**config.mk**
```make
export PLATFORM = sky130hd
export DESIGN_NAME = fir_mac_scheduler
export DESIGN_NICKNAME = d
export VERILOG_FILES = /design/src/rtl/fir_mac_scheduler.sv
export SDC_FILE = /design/constraint.sdc
export NUM_CORES = 1
export LEC_CHECK = 0
export ABC_AREA = 1
export ABC_CLOCK_PERIOD_IN_PS = 2500
export CAP_MARGIN = 20
export CORE_UTILIZATION = 63
export CTS_CLUSTER_SIZE = 20
export DETAILED_ROUTE_END_ITERATION = 10
export DONT_BUFFER_PORTS = 1
export PLACE_DENSITY = 0.79
export SYNTH_ARGS = -nofsm -noshare
export SYNTH_HDL_FRONTEND = slang
export SYNTH_SLANG_ARGS = --single-unit
```
**constraint.sdc**
```tcl
create_clock -name i_clk -period 2.5 [get_ports i_clk]
set_input_delay 0.25 -clock i_clk [delete_from_list [all_inputs] [get_ports i_clk]]
set_output_delay 0.25 -clock i_clk [all_outputs]
set_load 0.01 [all_outputs]
```
**src/rtl/fir_mac_scheduler.sv**
```systemverilog
// Round-robin scheduler that time-shares one serial FIR MAC engine among NUM_CH sample requesters.
// Optional HOLD watchdog: define FIR_SCHED_WATCHDOG_EN to drop results the sink never accepts.
module fir_mac_scheduler #(
  parameter int NUM_CH     = 4,
  parameter int CH_W       = 2,
  parameter int TAPS       = 16,
  parameter int DATA_WIDTH = 18
) (
  input  logic                         i_clk,
  input  logic                         i_rst,
  input  logic [NUM_CH-1:0]            i_req,
  input  logic [NUM_CH*DATA_WIDTH-1:0] i_data,
  output logic [NUM_CH-1:0]            o_grant,
  output logic                         o_mac_load,
  output logic                         o_mac_clr,
  output logic                         o_mac_en,
  output logic [CH_W-1:0]              o_mac_ch,
  output logic [DATA_WIDTH-1:0]        o_mac_data,
  output logic [3:0]                   o_tap_idx,
  input  logic [DATA_WIDTH-1:0]        i_mac_result,
  output logic                         o_out_valid,
  input  logic                         i_out_ready,
  output logic [DATA_WIDTH-1:0]        o_out_data,
  output logic [CH_W-1:0]              o_out_ch,
  output logic                         o_busy,
  output logic                         o_drop
);

  typedef enum logic [2:0] {IDLE, LOAD, RUN, CAPT, HOLD} state_t;

  state_t                        state, state_n;
  logic [CH_W-1:0]               ptr, winner, ptr_next;
  logic [NUM_CH-1:0]             onehot;
  logic                          start;
  logic signed [DATA_WIDTH-1:0]  sample;
`ifdef FIR_SCHED_WATCHDOG_EN
  logic [7:0]                    wd_cnt;
  logic                          timeout;
`endif

  // First requester at or after the pointer, wrapping modulo NUM_CH.
  function automatic logic [CH_W-1:0] rr_pick(input logic [NUM_CH-1:0] req,
                                               input logic [CH_W-1:0]   base);
    logic [CH_W-1:0] pick;
    logic            found;
    int              idx;
    pick  = '0;
    found = 1'b0;
    for (int i = 0; i < NUM_CH; i++) begin
      idx = (int'(base) + i) % NUM_CH;
      if (!found && req[idx]) begin
        pick  = CH_W'(idx);
        found = 1'b1;
      end
    end
    return pick;
  endfunction

  always_comb begin
    state_n  = state;
    start    = 1'b0;
    winner   = rr_pick(i_req, ptr);
    ptr_next = (winner == CH_W'(NUM_CH-1)) ? '0 : winner + 1'b1;
    onehot   = '0;
    onehot[winner] = 1'b1;
    sample   = $signed(i_data[winner*DATA_WIDTH +: DATA_WIDTH]);
`ifdef FIR_SCHED_WATCHDOG_EN
    timeout  = 1'b0;
`endif
    case (state)
      IDLE: if (|i_req) begin
        state_n = LOAD;
        start   = 1'b1;
      end
      LOAD: state_n = RUN;
      RUN:  if (o_tap_idx == 4'(TAPS-1)) state_n = CAPT;
      CAPT: state_n = HOLD;
      HOLD: begin
        if (i_out_ready) begin
          state_n = IDLE;
`ifdef FIR_SCHED_WATCHDOG_EN
        // Ready at the timeout edge wins, so the drop path sits behind it.
        end else if (wd_cnt == 8'd254) begin
          state_n = IDLE;
          timeout = 1'b1;
`endif
        end
      end
      default: state_n = IDLE;
    endcase
  end

  always_ff @(posedge i_clk) begin
    if (i_rst) begin
      state       <= IDLE;
      ptr         <= '0;
      o_grant     <= '0;
      o_mac_load  <= 1'b0;
      o_mac_clr   <= 1'b0;
      o_mac_en    <= 1'b0;
      o_mac_ch    <= '0;
      o_mac_data  <= '0;
      o_tap_idx   <= '0;
      o_out_valid <= 1'b0;
      o_out_data  <= '0;
      o_out_ch    <= '0;
      o_busy      <= 1'b0;
    end else begin
      state      <= state_n;
      o_grant    <= start ? onehot : '0;
      o_mac_load <= start;
      o_mac_clr  <= start;
      o_mac_data <= start ? sample : '0;
      o_mac_en   <= (state_n == RUN);
      o_tap_idx  <= (state == RUN && state_n == RUN) ? o_tap_idx + 4'd1 : 4'd0;
      o_busy     <= (state_n != IDLE);
      if (start) begin
        o_mac_ch <= winner;
        ptr      <= ptr_next;
      end
      // Result is captured from the engine one cycle after the last tap.
      if (state == CAPT) begin
        o_out_valid <= 1'b1;
        o_out_data  <= i_mac_result;
        o_out_ch    <= o_mac_ch;
      end else if (state == HOLD && state_n == IDLE) begin
        o_out_valid <= 1'b0;
      end
    end
  end

`ifdef FIR_SCHED_WATCHDOG_EN
  always_ff @(posedge i_clk) begin
    if (i_rst) begin
      wd_cnt <= '0;
      o_drop <= 1'b0;
    end else begin
      o_drop <= timeout;
      if (state == CAPT)
        wd_cnt <= '0;
      else if (state == HOLD && !i_out_ready)
        wd_cnt <= wd_cnt + 8'd1;
    end
  end
`else
  assign o_drop = 1'b0;
`endif

endmodule

```
==> results.py, run 1 <==
metrics = {
    "timing": {
        "setup_viol": 0,
        "setup_tns_ps": 0,
        "slew_viol_final": 0,
        "fin_crit_sh_pct": 86.8,
        "fmax_ghz": 0.461,
        "rsz0062_at_grt": "false",
        "tightest_slew_ps": 644,
        "relSlewSlack_pct": 57.0,
        "hold_ws_ps": 62.6,
        "period_minus_slack_ps": 2170,
        "worst_clock_skew_ps": 6.08,
        "hold_viol": 0,
    },
    "clock_tree": {
        "hold_buffers": 1,
        "cts.repair.resized": 0,
        "cts_sinks": 57,
        "clk_latency_ps": 330,
        "cts_tree": "yes",
        "root_buffer": "clkbuf_8",
        "htreeDepth": 3,
        "clk_pin_slew_ps": 60,
        "cts_setup_buffers": 0,
        "cts_made_buffers": 9,
        "clk_path_buf_depth": 2,
    },
    "routing": {
        "drt_wl_total_mm": 6.40,
        "postRouteAntennaNets": 0,
        "met2_wirelength_mm": 3.15,
        "drc_errors": 0,
        "drtIter0Drc": 114,
        "drtPass1Iterations": 4,
        "top_layer_used": "met4",
        "wl_met1_mm": 2.59,
        "met3_length_um": 594,
        "vias": 2653,
        "wl_per_cell_um": 13.3,
        "routed_via_density": 5.50,
    },
    "die": {
        "dieWidth_um": 69.0,
        "num_rows": 23,
        "io_pins": 151,
        "core_mm2": 0.00414,
        "dieArea_mm2": 0.00476,
        "initial_utilization_pct": 68.2,
        "die_y_um": 69.0,
    },
    "global_routing": {
        "grt_pass1_vias": 2197,
        "grt_overflow": 0,
        "grt_use_total_pct": 26.8,
        "grt_antenna_before_repair": 0,
        "grt_pass1_wl_mm": 9.32,
        "grt_max_degree": 39,
    },
    "critical_path": {
        "critPathSlowestCell": "dfxtp_1",
        "endpoint_kind": "flip-flop",
        "r2r_start": "ptr[0]",
        "cpMostUsedCell": "nand2_1",
        "reg2reg_slack_ps": 330,
        "crit_family": "simple AND/OR/NAND/NOR gates",
        "start_kind": "flip-flop",
        "cp_cell_sequence": "inv_2 -> nand2_1 -> nand3_1 -> nand2_1 -> inv_2 -> nand2_1 -> nand2_1 -> nand2_1 -> nand2_4 -> nand2_2 -> buf_12 -> inv_1 -> ha_1 -> inv_1 -> nor2_1",
        "cp.required_ps": 2720,
        "arrival_ps": 2390,
        "reg2reg_depth": 15,
        "crit_fanout": 38,
        "startpoint": "ptr[0]",
        "worst_r2r_endpoint": "o_grant[2]",
        "slowest_delay_ps": 530,
        "path_buf_inv": 5,
        "crit_type": "reg -> reg",
    },
    "power_and_ir_drop": {
        "power.total_uw": 4110,
        "p_leak_uw": 0.00148,
        "p_int_uw": 2220,
        "sw_frac_of_total_pct": 45.9,
        "cellPowerDensity_mw_per_mm2": 1370,
        "peakVddDrop_mv": 0.789,
        "p_seq_share_pct": 33.4,
        "clockPowerShare_pct": 18.8,
        "combPwrFrac_pct": 47.8,
        "switching_power_uw": 1890,
    },
    "place": {
        "place_congestion": 0.888,
        "port_buffers": 0,
        "dp_hpwl_mm": 4.52,
        "dp_cells": 465,
    },
    "synth": {
        "synth.area.top_cells": "dfxtp_1 40%, nand2_1 16%, nor2_1 12%, nand3_1 12%, o21ai_0 4.2%",
        "syn_area_mm2": 0.00283,
        "syn-instance-count": 433,
        "yosysSeqAreaShare_pct": 40.4,
        "synth_top_area_share_pct": 40.4,
        "synth-seq-cells": 57,
        "synth_top_area_cell": "dfxtp_1",
        "avgSynthCellArea_um2": 6.53,
        "syn_nets": 535,
        "yosysWarningCount": 0,
        "synth_cell_types": 23,
    },
    "cells_and_area": {
        "num-nets-final": 529,
        "fin_cells": 482,
        "post-route-util_pct": 72.3,
        "antenna_cells": 0,
        "syn_to_final_growth_pct": 6.02,
        "layout-drive-gt1-share_pct": 7.18,
    },
    "hold_path": {
        "min-delay-start": "i_mac_result[7]",
        "min_to": "o_out_data[7]",
        "min_path_type": "in -> reg",
        "hold_depth": 2,
    },
    "flow_run": {
        "max-cap-violations": 0,
    },
    "status": {
        "outcome": "complete, no violations",
    },
}
==> routing by layer <==
layer,vias up,global-route usage [%]
met5,-,0
met4,0,12.5
met3,8,8.39
met2,136,45.5
met1,1157,30.3
li1,1352,-
==> final cells by class <==
cell class,count,area (um2)
sequential,57,1140
clock buffer,12,155
multi-input combinational,327,1450
clock inverter,4,27.5
timing repair buffer,8,75.1
fill,368,1150
inverter,24,90.1
tap,50,62.6
==> worst reg2reg max path, cell delays in order, from the launching register on <==
cell and delay [ps]:
dfxtp_1 530, inv_2 170, nand2_1 120, nand3_1 90, nand2_1 150, inv_2 70
nand2_1 60, nand2_1 40, nand2_1 110, nand2_4 50, nand2_2 110, buf_12 200
inv_1 80, ha_1 200, inv_1 50, nor2_1 40
==> power by group through the flow <==
stage,logic (uW),registers (uW),clock network [uW]
floorplan,1760,1320,0
detailed placement,1960,1390,0
global route,2280,1400,831
CTS,1970,1380,791
finish,1970,1380,772
global placement,1930,1390,0
==> cell usage after synthesis <==
cell type	n
nor2_4	1
nand3_1	65
conb_1	1
inv_2	3
ha_1	5
buf_6	4
nor2_1	93
nand2_2	3
o21ai_1	1
buf_2	6
xor2_1	1
dfxtp_1	57
clkinv_1	1
nand2_4	1
nand4_1	3
o21ai_0	24
nor3_1	2
nand4_4	1
clkbuf_1	10
nand2_1	120
inv_1	20
buf_4	5
a21oi_1	6
==> sequential cells by signal, indices dropped and copies added, names as in the netlist <==
name	flops
o_mac_en	1
o_out_valid	1
o_mac_clr	1
ptr	2
o_grant	4
o_busy	1
o_tap_idx	4
state	3
o_out_data	18
o_out_ch	2
o_mac_ch	2
o_mac_data	18
==> through the flow <==
stage,cell area [um2],worst slack [ps]
finish,3000,330
detailed placement,2810,341
global placement,2810,361
global route,3000,48.7
CTS,3000,324
floorplan,2830,545
==> worst max-delay path by stage <==
| stage | endpoint | cells after the start |
|---|---|---|
| after floorplan | ptr[1] | 12 |
| after global placement | o_mac_data[3] | 13 |
| after detailed placement | o_grant[2] | 15 |
| after CTS | o_grant[2] | 15 |
| after global routing | o_mac_data[15] | 13 |
| final | o_grant[2] | 15 |
==> cells in the final DEF, fill, tap and decap left out <==
cell type      count
a21oi_1            6
dlygate4sd3_1      1
buf_4              6
o21ai_0           24
nand2_2            3
nand4_1            3
nor3_1             2
nor2_4             1
ha_1               5
clkinv_1           1
dfxtp_1           57
nand4_4            1
clkbuf_8          11
nand2_4            1
o21ai_1            1
xor2_1             1
nand2_1          120
clkbuf_1           1
inv_2              3
clkinv_2           1
clkinvlp_4         3
conb_1             1
inv_1             20
nand3_1           65
buf_12             1
nor2_1            93
==> cells by family after synthesis <==
logic type	Yosys count	synth area share, %
and+or+nand+nor	289	43.0
DFF	57	40.4
buffers and inverters	49	8.50
AOI/OAI and AO/OA	31	5.49
adders and majority gates	5	2.21
xor gates and xnor gates	1	0.310
other	1	0.133
(Power assumes the default switching activity.)
==> inputs of run 2 (changes only) <==
Settings changed: TNS_END_PERCENT set to 5.
==> results of run 2 <==
Final layout, timing and power as in run 1 (identical DEF).
